$ cat config.mk
export PLATFORM = sky130hd
export DESIGN_NAME = mem_lsu_adapter_flat
export DESIGN_NICKNAME = d
export VERILOG_FILES = /design/src/rtl/mem_lsu_pkg.sv /design/src/rtl/mem_lsu_adapter_if.sv /design/src/rtl/mem_lsu_lane.sv /design/src/rtl/mem_lsu_adapter.sv /design/src/flat_wrapper.sv
export SDC_FILE = /design/constraint.sdc
export NUM_CORES = 1
export LEC_CHECK = 0
export ABC_AREA = 1
export CORE_ASPECT_RATIO = 0.75
export CORE_MARGIN = 3
export CORE_UTILIZATION = 48
export CTS_BUF_LIST = sky130_fd_sc_hd__clkbuf_2
export DETAILED_ROUTE_END_ITERATION = 12
export PLACE_DENSITY = 0.82
export SLEW_MARGIN = 20
export SYNTH_ARGS = -nofsm -noshare
export SYNTH_HDL_FRONTEND = slang
export SYNTH_SLANG_ARGS = --single-unit
$ cat constraint.sdc
create_clock -name CLK -period 2.7 [get_ports CLK]
set_input_delay 0.675 -clock CLK [delete_from_list [all_inputs] [get_ports CLK]]
set_output_delay 0.675 -clock CLK [all_outputs]
set_load 0.005 [all_outputs]
$ cat src/rtl/mem_lsu_pkg.sv
// Shared types and helpers for the load/store adapter.
package mem_lsu_pkg;

    // Adapter FSM encoding.
    typedef enum logic [1:0] {
        LSU_IDLE  = 2'd0,
        LSU_READ  = 2'd1,
        LSU_WRITE = 2'd2,
        LSU_RESP  = 2'd3
    } lsu_state_t;

    // Access sizes; encoding 3 is illegal and has no enumerator.
    typedef enum logic [1:0] {
        SIZE_B = 2'd0,
        SIZE_H = 2'd1,
        SIZE_W = 2'd2
    } lsu_size_t;

    // Request fields captured at acceptance.
    typedef struct packed {
        logic        write;
        logic [1:0]  size;
        logic        is_signed;
        logic [1:0]  offset;
        logic [31:0] wdata;
    } lsu_req_t;

    // Returns 1 for an access that cannot be served as one aligned word
    // access: an odd halfword, an unaligned word, or the illegal size 3.
    function automatic logic lsu_misaligned(input logic [1:0] size,
                                            input logic [1:0] offset);
        logic bad;
        case (size)
            SIZE_B:  bad = 1'b0;
            SIZE_H:  bad = offset[0];
            SIZE_W:  bad = |offset;
            default: bad = 1'b1;
        endcase
        return bad;
    endfunction

endpackage

$ cat src/rtl/mem_lsu_adapter_if.sv
// Core-side request/response handshake plus the word-wide memory port.
// The slave modport is the adapter; the master modport is its environment
// (the core issuing requests and the memory answering them).
interface mem_lsu_adapter_if #(
    parameter int ADDR_WIDTH = 32,
    parameter int DATA_WIDTH = 32
) ();
    logic                  in_req_valid;
    logic                  out_req_ready;
    logic                  in_req_write;
    logic [1:0]            in_req_size;
    logic                  in_req_signed;
    logic [ADDR_WIDTH-1:0] in_req_address;
    logic [DATA_WIDTH-1:0] in_req_data;

    logic                  out_resp_valid;
    logic                  in_resp_ready;
    logic [DATA_WIDTH-1:0] out_resp_data;
    logic                  out_resp_exception;

    logic [ADDR_WIDTH-1:0] out_mem_read_address;
    logic [DATA_WIDTH-1:0] in_mem_read_data;
    logic                  out_mem_write_enable;
    logic [ADDR_WIDTH-1:0] out_mem_write_address;
    logic [DATA_WIDTH-1:0] out_mem_write_data;
    logic                  in_mem_read_exception;
    logic                  in_mem_write_exception;

    modport slave (
        input  in_req_valid, in_req_write, in_req_size, in_req_signed,
               in_req_address, in_req_data, in_resp_ready,
               in_mem_read_data, in_mem_read_exception, in_mem_write_exception,
        output out_req_ready, out_resp_valid, out_resp_data, out_resp_exception,
               out_mem_read_address, out_mem_write_enable,
               out_mem_write_address, out_mem_write_data
    );

    modport master (
        output in_req_valid, in_req_write, in_req_size, in_req_signed,
               in_req_address, in_req_data, in_resp_ready,
               in_mem_read_data, in_mem_read_exception, in_mem_write_exception,
        input  out_req_ready, out_resp_valid, out_resp_data, out_resp_exception,
               out_mem_read_address, out_mem_write_enable,
               out_mem_write_address, out_mem_write_data
    );
endinterface

$ cat src/rtl/mem_lsu_lane.sv
// Byte-lane datapath: extracts and extends load lanes, and merges store
// lanes into a previously read word. Purely combinational.
module mem_lsu_lane
    import mem_lsu_pkg::*;
(
    input  logic [31:0] load_word,
    input  logic [31:0] merge_word,
    input  logic [31:0] store_data,
    input  logic [1:0]  size,
    input  logic [1:0]  offset,
    input  logic        is_signed,
    output logic [31:0] load_data,
    output logic [31:0] merged_word
);

    logic [7:0]  load_byte;
    logic [15:0] load_half;

    // Select the addressed lane of the read word and extend it to 32 bits.
    always_comb begin
        // NOTE: every combinational output gets a default first so no path
        // through the block leaves it unassigned and infers a latch.
        load_data = load_word;
        load_byte = load_word[{offset, 3'b000} +: 8];
        load_half = load_word[{offset[1], 4'b0000} +: 16];
        case (size)
            SIZE_B:  load_data = {{24{is_signed & load_byte[7]}}, load_byte};
            SIZE_H:  load_data = {{16{is_signed & load_half[15]}}, load_half};
            default: load_data = load_word;
        endcase
    end

    // Replace the addressed lane of the old word with right-aligned store data.
    always_comb begin
        merged_word = merge_word;
        case (size)
            SIZE_B:  merged_word[{offset, 3'b000} +: 8]     = store_data[7:0];
            SIZE_H:  merged_word[{offset[1], 4'b0000} +: 16] = store_data[15:0];
            default: merged_word = store_data;
        endcase
    end

endmodule

$ cat src/rtl/mem_lsu_adapter.sv
// Load/store adapter: turns byte/half/word requests into whole-word memory
// accesses, with read-modify-write for sub-word stores. One request is in
// flight at a time; this module holds the FSM and registers, the lane
// datapath lives in mem_lsu_lane.
module mem_lsu_adapter
    import mem_lsu_pkg::*;
#(
    parameter int ADDR_WIDTH  = 32,
    parameter int DATA_WIDTH  = 32,   // only 32 is supported
    parameter bit WORD_BYPASS = 1'b1
) (
    input  logic             CLK,
    input  logic             RESET_N,
    mem_lsu_adapter_if.slave bus
);

    localparam logic [1:0] IDLE  = LSU_IDLE;
    localparam logic [1:0] READ  = LSU_READ;
    localparam logic [1:0] WRITE = LSU_WRITE;
    localparam logic [1:0] RESP  = LSU_RESP;

    logic [1:0]            state_q, state_d;
    lsu_req_t              req_q, req_d;
    logic [DATA_WIDTH-1:0] rdata_q, rdata_d;
    logic [DATA_WIDTH-1:0] resp_data_q, resp_data_d;
    logic                  resp_exc_q, resp_exc_d;
    logic [ADDR_WIDTH-1:0] mem_addr_q, mem_addr_d;

    logic [31:0] lane_load_data;
    logic [31:0] lane_merged_word;

    mem_lsu_lane u_lane (
        .load_word   (bus.in_mem_read_data),
        .merge_word  (rdata_q),
        .store_data  (req_q.wdata),
        .size        (req_q.size),
        .offset      (req_q.offset),
        .is_signed   (req_q.is_signed),
        .load_data   (lane_load_data),
        .merged_word (lane_merged_word)
    );

    // Next-state logic: accept in IDLE, sample memory in READ/WRITE,
    // hold the response in RESP until the consumer takes it.
    always_comb begin
        state_d     = state_q;
        req_d       = req_q;
        rdata_d     = rdata_q;
        resp_data_d = resp_data_q;
        resp_exc_d  = resp_exc_q;
        mem_addr_d  = mem_addr_q;

        case (state_q)
            IDLE: begin
                if (bus.in_req_valid) begin
                    req_d.write     = bus.in_req_write;
                    req_d.size      = bus.in_req_size;
                    req_d.is_signed = bus.in_req_signed;
                    req_d.offset    = bus.in_req_address[1:0];
                    req_d.wdata     = bus.in_req_data;
                    if (lsu_misaligned(bus.in_req_size, bus.in_req_address[1:0])) begin
                        // Rejected without touching memory; address keeps its old value.
                        resp_data_d = '0;
                        resp_exc_d  = 1'b1;
                        state_d     = RESP;
                    end else begin
                        mem_addr_d = bus.in_req_address & ~ADDR_WIDTH'(3);
                        if (WORD_BYPASS && bus.in_req_write && (bus.in_req_size == SIZE_W)) begin
                            state_d = WRITE;
                        end else begin
                            state_d = READ;
                        end
                    end
                end
            end
            READ: begin
                rdata_d = bus.in_mem_read_data;
                if (bus.in_mem_read_exception) begin
                    resp_data_d = '0;
                    resp_exc_d  = 1'b1;
                    state_d     = RESP;
                end else if (req_q.write) begin
                    state_d = WRITE;
                end else begin
                    resp_data_d = lane_load_data;
                    resp_exc_d  = 1'b0;
                    state_d     = RESP;
                end
            end
            WRITE: begin
                resp_data_d = '0;
                resp_exc_d  = bus.in_mem_write_exception;
                state_d     = RESP;
            end
            default: begin
                if (bus.in_resp_ready) begin
                    state_d = IDLE;
                end
            end
        endcase
    end

    // State and datapath registers; reset abandons any transaction in flight.
    always_ff @(posedge CLK or negedge RESET_N) begin
        if (!RESET_N) begin
            state_q     <= IDLE;
            req_q       <= '0;
            rdata_q     <= '0;
            resp_data_q <= '0;
            resp_exc_q  <= 1'b0;
            mem_addr_q  <= '0;
        end else begin
            // NOTE: non-blocking assignments so every flop samples the
            // pre-edge values computed by the combinational block.
            state_q     <= state_d;
            req_q       <= req_d;
            rdata_q     <= rdata_d;
            resp_data_q <= resp_data_d;
            resp_exc_q  <= resp_exc_d;
            mem_addr_q  <= mem_addr_d;
        end
    end

    // Strobes decode straight from the state register, so they are glitch
    // free and fall as soon as reset forces the state back to IDLE.
    assign bus.out_req_ready         = (state_q == IDLE);
    assign bus.out_resp_valid        = (state_q == RESP);
    assign bus.out_resp_data         = resp_data_q;
    assign bus.out_resp_exception    = resp_exc_q;
    assign bus.out_mem_write_enable  = (state_q == WRITE);
    assign bus.out_mem_read_address  = mem_addr_q;
    assign bus.out_mem_write_address = mem_addr_q;
    assign bus.out_mem_write_data    = lane_merged_word;

endmodule

$ cat src/flat_wrapper.sv
// flat-port wrapper written by rule: the top's interface ports become plain ports
module mem_lsu_adapter_flat import mem_lsu_pkg::*;
#(
    parameter int ADDR_WIDTH  = 32,
    parameter int DATA_WIDTH  = 32,                          
    parameter bit WORD_BYPASS = 1'b1
)
  (CLK, RESET_N, bus_in_req_valid, bus_in_req_write, bus_in_req_size, bus_in_req_signed, bus_in_req_address, bus_in_req_data, bus_in_resp_ready, bus_in_mem_read_data, bus_in_mem_read_exception, bus_in_mem_write_exception, bus_out_req_ready, bus_out_resp_valid, bus_out_resp_data, bus_out_resp_exception, bus_out_mem_read_address, bus_out_mem_write_enable, bus_out_mem_write_address, bus_out_mem_write_data);
  mem_lsu_adapter_if #(.ADDR_WIDTH(ADDR_WIDTH), .DATA_WIDTH(DATA_WIDTH)) bus_i ();
  input  logic CLK;
  input  logic RESET_N;
  input wire logic [$bits(bus_i.in_req_valid)-1:0] bus_in_req_valid;
  input wire logic [$bits(bus_i.in_req_write)-1:0] bus_in_req_write;
  input wire logic [$bits(bus_i.in_req_size)-1:0] bus_in_req_size;
  input wire logic [$bits(bus_i.in_req_signed)-1:0] bus_in_req_signed;
  input wire logic [$bits(bus_i.in_req_address)-1:0] bus_in_req_address;
  input wire logic [$bits(bus_i.in_req_data)-1:0] bus_in_req_data;
  input wire logic [$bits(bus_i.in_resp_ready)-1:0] bus_in_resp_ready;
  input wire logic [$bits(bus_i.in_mem_read_data)-1:0] bus_in_mem_read_data;
  input wire logic [$bits(bus_i.in_mem_read_exception)-1:0] bus_in_mem_read_exception;
  input wire logic [$bits(bus_i.in_mem_write_exception)-1:0] bus_in_mem_write_exception;
  output wire logic [$bits(bus_i.out_req_ready)-1:0] bus_out_req_ready;
  output wire logic [$bits(bus_i.out_resp_valid)-1:0] bus_out_resp_valid;
  output wire logic [$bits(bus_i.out_resp_data)-1:0] bus_out_resp_data;
  output wire logic [$bits(bus_i.out_resp_exception)-1:0] bus_out_resp_exception;
  output wire logic [$bits(bus_i.out_mem_read_address)-1:0] bus_out_mem_read_address;
  output wire logic [$bits(bus_i.out_mem_write_enable)-1:0] bus_out_mem_write_enable;
  output wire logic [$bits(bus_i.out_mem_write_address)-1:0] bus_out_mem_write_address;
  output wire logic [$bits(bus_i.out_mem_write_data)-1:0] bus_out_mem_write_data;
  assign bus_i.in_req_valid = bus_in_req_valid;
  assign bus_i.in_req_write = bus_in_req_write;
  assign bus_i.in_req_size = bus_in_req_size;
  assign bus_i.in_req_signed = bus_in_req_signed;
  assign bus_i.in_req_address = bus_in_req_address;
  assign bus_i.in_req_data = bus_in_req_data;
  assign bus_i.in_resp_ready = bus_in_resp_ready;
  assign bus_i.in_mem_read_data = bus_in_mem_read_data;
  assign bus_i.in_mem_read_exception = bus_in_mem_read_exception;
  assign bus_i.in_mem_write_exception = bus_in_mem_write_exception;
  assign bus_out_req_ready = bus_i.out_req_ready;
  assign bus_out_resp_valid = bus_i.out_resp_valid;
  assign bus_out_resp_data = bus_i.out_resp_data;
  assign bus_out_resp_exception = bus_i.out_resp_exception;
  assign bus_out_mem_read_address = bus_i.out_mem_read_address;
  assign bus_out_mem_write_enable = bus_i.out_mem_write_enable;
  assign bus_out_mem_write_address = bus_i.out_mem_write_address;
  assign bus_out_mem_write_data = bus_i.out_mem_write_data;
  mem_lsu_adapter #(.ADDR_WIDTH(ADDR_WIDTH), .DATA_WIDTH(DATA_WIDTH), .WORD_BYPASS(WORD_BYPASS)) u_core (.CLK(CLK), .RESET_N(RESET_N), .bus(bus_i));
endmodule
# Yosys cells after proc, flatten, opt, wreduce, memory -nomap -nowiden
# Cells that the tools add are included.
totals:
  latchBits: 0
  ramBits: 0
  output_inout_bits: 132
  wordCells: 65
  register_bits: 135
  rom_bits: 0
  inputBits: 106
  n_memories: 0
classes:
  bitwise: 3
  shift: 6
  order_cmp: 0
  addsub: 2
  multipliers: 0
  muxes: 24
  div_mod_pow: 0
  n_reduce_logical: 11
  n_eq_ne: 9
ops:
  columns: ["op", "count"]
  rows:
  - ["$mux W32", 4]
  - ["$pmux W32 S2", 2]
  - ["$pmux W32 S3", 1]
  - ["$bwmux W32", 2]
  - ["$shift A16 B7 Y32 const A", 1]
  - ["$shift A8 B7 Y32 const A", 1]
  - ["$shiftx A16 B7 Y32", 1]
  - ["$shiftx A32 B6 Y16", 1]
  - ["$shiftx A32 B6 Y8", 1]
  - ["$shiftx A8 B7 Y32", 1]
  - ["$neg A5 Y7", 2]
  - ["$mux W2", 5]
  - ["$mux W1", 7]
  - ["$eq A2 B1 Y1 const B", 3]
  - ["$eq A2 B2 Y1 const B", 3]
  - ["$logic_not A2 Y1", 3]
  - ["$pmux W1 S3", 2]
  - ["$pmux W2 S3", 1]
  - ["$reduce_and A2 Y1", 2]
  - ["$reduce_and A4 Y1", 1]
  - ["$reduce_bool A4 Y1", 1]
  - ["$ne A3 B3 Y1 const B", 1]
  - ["$reduce_and A3 Y1", 1]
  - ["$reduce_bool A3 Y1", 1]
  - ["other kinds (6)", 7]

# Logic depth before layout (Yosys ltp)
logic_depth:
  word_depth: 7
  ltp_mapped: 11
  mapped_depth_nobuf: 10

# Cells and area by module
# A second synthesis with hierarchy kept.
unflattened:
  cells_unflattened: 1021
  hier_area_um2: 7917.6
by_module_without_submodules:
  columns: ["module", "area_per_inst_um2", "instances", "cells_per_inst", "seq_area_each_um2"]
  rows:
  - ["mem_lsu_adapter", 5680.4, 1, 574, 3378.2]
  - ["mem_lsu_lane", 2237.1, 1, 447, 0.0]

# Least setup slack after synthesis
# No wires, ideal clock.
synth_path:
  path_kind: "flip-flop to output port"
  from: "reg u_core.req_q[32] (netlist name)"
  to: "out bus_out_mem_write_data[11]"
  slack_ns: 0.221
  stages_incl_launch_ff: 11
  t_arrival_ns: 1.804
  path_buffers: 3
  required_ns: 2.025
  path_cell_list: "dfrtp_1 > buf_2 > inv_2 > buf_2 > ha_1 > inv_1 > clkbuf_1 > nand3_1 > o22ai_1 > nand2_1 > o211ai_1"
synth_between:
  elab_chain_cells: 4
  elab_cells_between_ends: 5
  classes_between: "add/sub: 1; shift: 2; mux: 2"
synth_lines:
  columns: ["item", "line_no", "source"]
  rows:
  - ["from (decl)", "mem_lsu_adapter.sv:23", "lsu_req_t req_q, req_d;"]
  - ["from (signal assigned)", "mem_lsu_adapter.sv:116", "req_q <= req_d;"]
  - ["$neg A5 Y7 (*)", "mem_lsu_lane.sv:37", "SIZE_B: merged_word[{offset, 3'b000} +: 8] = store_data[7:0];"]
  - ["$shiftx A8 B7 Y32 / $shift A8 B7 Y32 (equally long branches)", "mem_lsu_lane.sv:37", null]
  - ["$bwmux W32 (*)", "mem_lsu_lane.sv:37", null]
  - ["$pmux W32 S2 (*)", "mem_lsu_lane.sv:36", "case (size)"]
  - ["to (decl)", "flat_wrapper.sv:29", "output wire logic [$bits(bus_i.out_mem_write_data)-1:0] bus_out_mem_write_data;"]
# Mark *: on every way between the ends. The rest lies on a longest branch, timed or not.

# Final worst setup path
layout_path:
  from: "reg u_core.req_q[36] (netlist name)"
  to: "out bus_out_mem_write_data[0]"
layout_between:
  elab_chain_cells: 2
  elab_cells_between_ends: 3
  classes_between: "eq/ne: 1; mux: 1; reduce/logical: 1"
layout_lines:
  columns: ["item", "line_no"]
  rows:
  - ["$eq A2 B1 Y1 / $logic_not A2 Y1 (equally long branches)", "mem_lsu_lane.sv:36"]
  - ["$pmux W32 S2 (*)", "mem_lsu_lane.sv:36"]
# Marks and branches as above.

==> results.cfg <==
[run_status]
outcome = complete, but fails checks
violations = negative setup slack

[timing]
min_period_over_period = 1.11
clock_skew_ps = 28.8
setup-violations-final = 32
fin_ws_ps = -309
slew_headroom = 0.600
fin_crit_ps = 3010
hold_violations = 0
rsz0062_at_grt = yes
slew_viol_final = 0
fmax_mhz = 332
worst_pin_slew_ps = 600

[final_layout]
stdcell_area_um2 = 10400
drive_gt1_frac = 0.194
stdcell_count = 1377
fin_util = 0.709
n_fill_cell = 1110
nNetsFinal = 1278
area_growth_pct = 42.6

[job]
maxCapViolations = 0

[clock_network]
cts.sinks = 135
clk_latency_ps = 710
cts_tree = built
htree_levels = 4
clockBufferDepth = 2
cts_root_buf = clkbuf_2
numCtsBuffers = 17
clkTransAtPathRegs_ps = 210

[grt]
antenna_found_initial = 1
gr-total-overflow = 0
grt_use_total = 0.293
grt_pass1_wl_um = 38600
grt_pass1_vias = 7177
grt_max_degree = 67

[setup_path]
rr_worst_depth = 8
cp-end-kind = output pin
cp.required_ps = 2030
rrSetupSlack_ps = 750
rr_startpoint = u_core.req_q[35]$_DFFE_PN0P_
start_kind = flop
path_class = flop to output pin
crit_arrival_ps = 2330
crit_fanout = 8
r2r-end = u_core.bus.out_resp_data[25]$_DFFE_PN0P_

[route]
drcViolationCount = 0
vias = 7307
routedWlPerCell_um = 17.8
vias_per_cell = 5.31
routed_wl_um = 24500
firstDrtPassIters = 6
drtIter0Drc = 725
drtAntennaViolNets = 0

[synthesis]
synthDistinctLibCells = 31
syn_avg_cell_area_um2 = 7.76
yosysWarningCount = 0
ys_ff_latch = 135
synthesis.area_um2 = 7300
yosysSeqAreaShare = 0.463
netlist_instances = 941

[power]
leakagePower_nw = 5.02
peakVddDrop_v = 0.000638
powerDensity_nw_per_um2 = 1170

[die]
start_util = 0.497
rows = 38
die_width_um = 148
die_h_um = 113
num_io_pins = 238
core-area_um2 = 14700
design.die.area_um2 = 16700

[place]
dp_hpwl_um = 17300
place_ws_ps = -10.9
dp.cells = 1325
placed_area_um2 = 9690
finalWeightedCongestion = 0.929
io_buffers = 233

[worst_hold_path]
worstHoldPathType = input port to async pin
==> cells in the final DEF, fill, tap and decap left out, types with 2 or more instances in the layout <==
master	instances
a21oi_1	20
buf_12	5
buf_2	32
buf_4	27
buf_6	14
bufinv_16	3
clkbuf_2	17
clkdlybuf4s50_1	198
clkinv_2	3
clkinv_4	3
clkinvlp_4	5
conb_1	4
dfrtp_1	134
dlygate4sd2_1	2
ha_2	3
ha_4	5
inv_1	89
inv_2	12
inv_6	2
mux2_2	32
nand2_1	310
nand2_2	7
nand2_4	4
nand3_1	18
nand3_2	5
nand3_4	8
nor2_1	52
nor2_2	2
nor2_4	3
o211ai_1	15
o21ai_0	93
o21ai_1	7
o21ai_2	7
o22ai_2	24
==> worst max-delay path, stage by stage (launching register included) <==
cell and delay, ps:
dfrtp_2 500, nor2_4 200, nand2_2 160, o21ai_1 120, inv_1 220, o31ai_4 270
buf_2 160
==> state kept, by name (all words and copies together), names as in the netlist <==
name                             cells
u_core.rdata_q                      32
u_core.bus.out_resp_data            32
u_core.state_q                       2
u_core.bus.out_resp_exception        1
u_core.bus.out_mem_read_address     30
u_core.req_q                        38
==> synth_stat cells (all sizes together) <==
cell,instances,share of area
a21oi,20,0.014
a221oi,1,0.0012
buf,60,0.054
clkbuf,20,0.010
conb,1,0.00051
dfrtp,135,0.46
ha,9,0.015
inv,102,0.052
mux2,32,0.049
nand2,321,0.17
nand3,31,0.025
nand4,2,0.0038
nor2,57,0.031
nor3,1,0.00068
nor3b,1,0.0010
o211ai,15,0.015
o21ai,108,0.076
o22ai,24,0.021
o31ai,1,0.0010
==> metrics by stage <==
stage | hold WS, ps | power [mW] | setup TNS [ps]
3_3_place_gp | 463 | 9.99 | 0
3_5_place_dp | 465 | 10.2 | -26.7
6_report | 437 | 12.2 | -7950
5_1_grt | 441 | 13.1 | -12190
4_1_cts | 414 | 11.9 | -8490
2_1_floorplan | 379 | 7.02 | 0
==> power by group <==
part	internal, mW	switching (mW)
clock	0.519	0.806
combinational	3.44	3.83
sequential	2.91	0.699
total	6.87	5.33
==> per-layer routing <==
layer | wire [um] | GRT usage | vias up
li1 | - | - | 3403
met1 | 10000 | 0.410 | 3445
met2 | 11300 | 0.457 | 409
met3 | 2550 | 0.0669 | 50
met4 | 549 | 0.0948 | 0
met5 | 0 | 0 | -
==> timing repair <==
item	4_1_cts	5_1_grt
hold endpoints to repair	47	0
gates cloned	1	0
pin swaps	36	20
setup buffers	17	0
resized for setup	217	20
setup endpoints to repair	34	33
hold buffers	1	0
==> cell type report <==
type,instances,area [um^2],share of cell area
Sequential cell,135,3380,0.325
Timing Repair inverter,1,7.51,0.000721
Antenna cell,1,2.50,0.000240
Tap cell,200,250,0.0240
Clock inverter,15,179,0.0172
Timing Repair Buffer,279,2630,0.253
Inverter,102,385,0.0370
Multi-Input combinational cell,627,3490,0.335
Clock buffer,17,85.1,0.00817
==> cells by family (layout without fill, tap and decap cells) <==
group	count (synthesis)	after routing	synth area share
and+or+nand+nor	413	413	0.227
adders and majority gates	9	9	0.0154
DFF	135	135	0.463
buffers and inverters	182	414	0.117
muxes	32	32	0.0494
AOI/OAI and AO/OA	169	169	0.128
other	1	5	0.000514
==> how the worst max path moves through the flow <==
stage,startpoint,end,slack (ps),cells after the start
2_1_floorplan,u_core.req_q[32]$_DFFE_PN0P_,bus_out_mem_write_data[11],220,10
5_1_grt,u_core.req_q[32]$_DFFE_PN0P_,bus_out_mem_write_data[0],-430,9
3_3_place_gp,u_core.req_q[32]$_DFFE_PN0P_,bus_out_mem_write_data[21],20,10
4_1_cts,u_core.req_q[32]$_DFFE_PN0P_,bus_out_mem_write_data[23],-320,10
3_5_place_dp,u_core.req_q[32]$_DFFE_PN0P_,bus_out_mem_write_data[17],-10,10
6_report,u_core.req_q[36]$_DFFE_PN0P_,bus_out_mem_write_data[0],-310,6
No activity file was read; power rests on OpenSTA's default activity.
